**src/rtl/regfile_write_arbiter.sv**
```systemverilog
// rtl/regfile_write_arbiter.sv - round-robin arbiter for a register-file write port with a priority clear sweep
module regfile_write_arbiter #(
    parameter int ADDR_WIDTH = 5,
    parameter int DATA_WIDTH = 64,
    parameter int NUM_REQ    = 4,
    parameter int LO         = 0,
    parameter int HI         = 31
) (
    input  logic                          CLK,
    input  logic                          RST_N,
    input  logic [NUM_REQ-1:0]            req_valid,
    output logic [NUM_REQ-1:0]            req_ready,
    input  logic [NUM_REQ*ADDR_WIDTH-1:0] req_addr,
    input  logic [NUM_REQ*DATA_WIDTH-1:0] req_data,
    input  logic                          clr_start,
    input  logic [DATA_WIDTH-1:0]         clr_value,
    output logic                          clr_busy,
    output logic                          clr_done,
    output logic                          addr_err,
    output logic [ADDR_WIDTH-1:0]         rf_addr,
    output logic [DATA_WIDTH-1:0]         rf_data,
    output logic                          rf_we
);
    localparam int                    PTR_W    = $clog2(NUM_REQ);
    localparam logic [ADDR_WIDTH-1:0] LO_A     = ADDR_WIDTH'(LO);
    localparam logic [ADDR_WIDTH-1:0] HI_A     = ADDR_WIDTH'(HI);
    localparam logic [PTR_W-1:0]      LAST_REQ = PTR_W'(NUM_REQ - 1);

    typedef enum logic {ST_ARB, ST_CLEAR} state_t;

    state_t                r_state;
    state_t                w_next_state;
    logic [PTR_W-1:0]      r_rr_ptr;
    logic [PTR_W-1:0]      w_grant_idx;
    logic [PTR_W-1:0]      w_scan;
    int                    w_sum;
    logic                  w_found;
    logic                  w_arb_ok;
    logic                  w_xfer;
    logic                  w_in_range;
    logic [ADDR_WIDTH-1:0] r_cnt;
    logic [ADDR_WIDTH-1:0] w_sel_addr;
    logic [ADDR_WIDTH-1:0] r_rf_addr;
    logic [DATA_WIDTH-1:0] r_clr_val;
    logic [DATA_WIDTH-1:0] w_sel_data;
    logic [DATA_WIDTH-1:0] r_rf_data;
    logic                  r_rf_we;
    logic                  r_clr_done;
    logic                  r_addr_err;

    // First valid requester at or after rr_ptr, wrapping modulo NUM_REQ.
    always_comb begin
        w_found     = 1'b0;
        w_grant_idx = '0;
        w_sum       = 0;
        w_scan      = '0;
        for (int k = 0; k < NUM_REQ; k++) begin
            w_sum = int'(r_rr_ptr) + k;
            if (w_sum >= NUM_REQ) w_sum = w_sum - NUM_REQ;
            w_scan = PTR_W'(w_sum);
            if (!w_found && req_valid[w_scan]) begin
                w_found     = 1'b1;
                w_grant_idx = w_scan;
            end
        end
    end

    assign w_arb_ok = RST_N && (r_state == ST_ARB) && !clr_start;

    always_comb begin
        req_ready  = '0;
        w_sel_addr = '0;
        w_sel_data = '0;
        for (int i = 0; i < NUM_REQ; i++) begin
            if (w_grant_idx == PTR_W'(i)) begin
                req_ready[i] = w_arb_ok && w_found;
                w_sel_addr   = req_addr[i*ADDR_WIDTH +: ADDR_WIDTH];
                w_sel_data   = req_data[i*DATA_WIDTH +: DATA_WIDTH];
            end
        end
    end

    assign w_xfer     = |req_ready;
    assign w_in_range = !((int'(w_sel_addr) < LO) || (int'(w_sel_addr) > HI));

    always_comb begin
        w_next_state = r_state;
        case (r_state)
            ST_ARB:   if (clr_start) w_next_state = ST_CLEAR;
            ST_CLEAR: if (r_cnt == HI_A) w_next_state = ST_ARB;
            default:  w_next_state = ST_ARB;
        endcase
    end

    always_ff @(posedge CLK) begin
        if (!RST_N) begin
            r_state    <= ST_ARB;
            r_rr_ptr   <= '0;
            r_cnt      <= LO_A;
            r_clr_val  <= '0;
            r_rf_we    <= 1'b0;
            r_rf_addr  <= '0;
            r_rf_data  <= '0;
            r_clr_done <= 1'b0;
            r_addr_err <= 1'b0;
        end else begin
            r_state    <= w_next_state;
            r_rf_we    <= 1'b0;
            r_clr_done <= 1'b0;
            r_addr_err <= 1'b0;
            if (r_state == ST_ARB) begin
                if (clr_start) begin
                    r_clr_val <= clr_value;
                    r_cnt     <= LO_A;
                end else if (w_xfer) begin
                    r_rr_ptr <= (w_grant_idx == LAST_REQ) ? '0 : w_grant_idx + PTR_W'(1);
                    // Out-of-range writes are consumed but never reach the array.
                    if (w_in_range) begin
                        r_rf_we   <= 1'b1;
                        r_rf_addr <= w_sel_addr;
                        r_rf_data <= w_sel_data;
                    end else begin
                        r_addr_err <= 1'b1;
                    end
                end
            end else begin
                r_rf_we   <= 1'b1;
                r_rf_addr <= r_cnt;
                r_rf_data <= r_clr_val;
                if (r_cnt == HI_A) r_clr_done <= 1'b1;
                else               r_cnt      <= r_cnt + ADDR_WIDTH'(1);
            end
        end
    end

    assign clr_busy = (r_state == ST_CLEAR);
    assign clr_done = r_clr_done;
    assign addr_err = r_addr_err;
    assign rf_addr  = r_rf_addr;
    assign rf_data  = r_rf_data;
    assign rf_we    = r_rf_we;
endmodule

```
**config.mk**
```make
export PLATFORM = sky130hd
export DESIGN_NAME = regfile_write_arbiter
export DESIGN_NICKNAME = d
export VERILOG_FILES = /design/src/rtl/regfile_write_arbiter.sv
export SDC_FILE = /design/constraint.sdc
export NUM_CORES = 1
export LEC_CHECK = 0
export ABC_AREA = 1
export CAP_MARGIN = 40
export CORE_AREA = 8 8 158 160
export CTS_BUF_LIST = sky130_fd_sc_hd__clkbuf_4 sky130_fd_sc_hd__clkbuf_8
export DETAILED_ROUTE_END_ITERATION = 10
export DIE_AREA = 0 0 166 168
export DONT_BUFFER_PORTS = 1
export MAX_ROUTING_LAYER = met4
export PLACE_DENSITY = 0.63
export RECOVER_POWER = 100
export SLEW_MARGIN = 20
export SYNTH_ARGS = -nofsm -noshare
export SYNTH_HDL_FRONTEND = slang
export SYNTH_SLANG_ARGS = --single-unit
export TNS_END_PERCENT = 20
```
**constraint.sdc**
```tcl
create_clock -name CLK -period 6.6 [get_ports CLK]
set_input_delay 1.32 -clock CLK [delete_from_list [all_inputs] [get_ports CLK]]
set_output_delay 1.32 -clock CLK [all_outputs]
set_load 0.01 [all_outputs]
```
==> results.sh <==
export IMPL_fin_nets=1566
export IMPL_synth_seq_cells=143
export IMPL_drc=0
export IMPL_clock_sinks=143
export IMPL_clk_path_buf_depth=2
export IMPL_finalHoldViolCount=0
export IMPL_path_max_fanout=37
export IMPL_yosysTopAreaCell="dfxtp_1"
export IMPL_drive_gt1_share_pct=4.73
export IMPL_core_um2=22400
export IMPL_grt_setup_unrepaired="false"
export IMPL_start_util_pct=37.1
export IMPL_crit_arrival_ns=5.49
export IMPL_crit_path_end_kind="flip-flop"
export IMPL_yosys_top_cells_count="nand2_1 (356), a21oi_1 (168), o21ai_0 (166)"
export IMPL_grt_max_degree=89
export IMPL_wl_per_cell_um=21.2
export IMPL_clock_skew_ns=0.0199
export IMPL_grt_usage_pct=22.4
export IMPL_routed_wl_mm=32.2
export IMPL_p_leak_nw=3.41
export IMPL_post_cts_buffers=0
export IMPL_wl_met3_mm=2.76
export IMPL_cts_inserted_buffers=17
export IMPL_synthArstFlopShare_pct=0
export IMPL_antenna_found_initial=5
export IMPL_ys_seq_area_share_pct=34.5
export IMPL_crit_required_ns=6.81
export IMPL_finalCritPeriodShare_pct=80.0
export IMPL_io_buffers=0
export IMPL_cts_hold_buffers=0
export IMPL_setup_viol=0
export IMPL_die_w_um=166
export IMPL_grt_pass1_vias=8200
export IMPL_overflow=0
export IMPL_ys_flop_type="dfxtp_1"
export IMPL_first_pass_iters=6
export IMPL_syn_num_nets=1649
export IMPL_met1Wirelength_mm=12.8
export IMPL_ant_nets=0
export IMPL_worst_slew_pin_slew_ns=3.42
export IMPL_avgViaCountPerCell=5.74
export IMPL_worstHoldPathType="flip-flop to flip-flop"
export IMPL_num_vias=8703
export IMPL_drt_initial_drc_count=701
export IMPL_cts_tree="built"
export IMPL_violations="max-capacitance violations, max-slew violations"
export IMPL_synth_cells=1296
export IMPL_fillers=2465
export IMPL_top_layer_used="met4"
export IMPL_synth_area_um2=8290
export IMPL_grt_pass1_wl_mm=48.2
export IMPL_cts_root_buffer="clkbuf_8"
export IMPL_worst_setup_path_start_kind="input pin"
export IMPL_max_freq_mhz=189
export IMPL_clkLatencyLatePin_ns=0.44
export IMPL_synthToLayoutAreaGrowth_pct=3.77
export IMPL_hpwl_mm=22.8
export IMPL_htree_num_levels=4
export IMPL_outcome="complete, but fails checks"
export IMPL_slew_headroom_pct=-128
export IMPL_ys_warn_count=0
export IMPL_synthDominantCellAreaShare_pct=34.5
export IMPL_final_max_slew_viol_count=298
export IMPL_period_needed_ns=5.28
export IMPL_ys_types=31
export IMPL_cts_resized=0
export IMPL_max_cap_viol_count=5
export IMPL_placed_area_um2=8220
export IMPL_final_cell_area_um2=8600
export IMPL_yosysMostFrequentCell="nand2_1"
export IMPL_die_y_um=168
export IMPL_finalPower_mw=6.41
export IMPL_power_density_nw_per_um2=745
export IMPL_crit_type="input pin to flip-flop"
export IMPL_io_pins=424
export IMPL_max_vdd_ir_drop_mv=0.337
export IMPL_gp_congestion=0.931
export IMPL_finalSetupTns_ns=0
export IMPL_netlist_top_cells_area="dfxtp_1 (35%), nand2_1 (16%), a21oi_1 (10%), o21ai_0 (10%), nand4_1 (5.3%)"
export IMPL_syn_area_per_cell_um2=6.40
export IMPL_clk_pin_slew_ns=0.09
export IMPL_synth_edf_count=0
export IMPL_met2_length_mm=16.0
export IMPL_rows=55
export IMPL_die_area_um2=27900
-- per-stage QoR --
step | instances | hold WS, ns | setup WS, ns | util [%]
floorplan | 1296 | 0.425 | 2.00 | -
global placement | 1474 | 0.431 | 1.51 | 36.6
detailed placement | 1476 | 0.439 | 1.74 | 36.8
CTS | 1508 | 0.452 | 1.73 | 38.5
global route | 1516 | 0.484 | 0.941 | 38.5
finish | 1516 | 0.448 | 1.32 | 38.5
-- cells by family after synthesis --
kind of cell	share of synthesized area (%)
buffers and inverters	8.98
flip-flops	34.5
AO/OA/AOI/OAI	28.5
AND/OR/NAND/NOR	27.1
other	0.0452
adder cells (fa/ha/maj)	0.906
-- worst max-delay path, cell delays in order --
cell	delay (ns)
inv_1	0.04
nand2_1	0.07
nand3_1	0.15
nand2_1	0.07
nor2_1	0.26
nand2_1	0.14
or2_1	0.24
o21ai_0	0.30
inv_1	0.11
ha_1	0.29
o211ai_1	0.25
nand3_1	1.08
clkbuf_2	0.83
nand2_1	0.21
a21oi_1	0.08
-- state kept, by name (all words and copies together), names as in the netlist --
| signal | count |
|---|---|
| clr_busy | 1 |
| clr_done | 1 |
| r_clr_val | 64 |
| r_cnt | 5 |
| r_rr_ptr | 2 |
| rf_addr | 5 |
| rf_data | 64 |
| rf_we | 1 |
-- where the power goes --
group	switching, mW	leakage, nW	internal [mW]
combinational	2.79	2.04	1.53
sequential	0.284	1.18	1.09
clock	0.396	0.197	0.317
total	3.47	3.41	2.93
-- cell type report --
type	count	area (um2)	area share, %
diodes	5	12.5	0.145
clock buffers	17	234	2.72
clock inverters	15	160	1.86
inverters	45	174	2.02
multi-input cells	989	4650	54.0
flip-flops and latches	143	2860	33.3
well taps	285	357	4.15
repair buffers	17	156	1.82
-- per-layer routing --
layer  up-vias  GRT usage (%)
met5         -              -
met4         0           5.73
met3        49           7.09
met2       420           38.2
met1      4004           25.1
li1       4230              -
-- worst paths after layout --
kind | start | to | slack (ns) | cells after the start
worst max-delay path | req_valid[3] | rf_addr[2] | 1.32 | 15
worst min-delay path | r_clr_val[45] | r_clr_val[45] | 0.45 | 2
worst max register to register | r_rr_ptr[0] | rf_addr[2] | 1.52 | 16
worst min register to register | r_clr_val[45] | r_clr_val[45] | 0.45 | 2
-- cells in the final DEF (no fill, tap or decap), drive strengths merged, types with 12 or more instances in the layout --
cell type,count
a21oi,168
dfxtp,143
clkbuf,22
inv,55
nor2,90
buf,12
o21ai,251
nand4,70
o211ai,28
nand2,359
(Power assumes the default switching activity.)
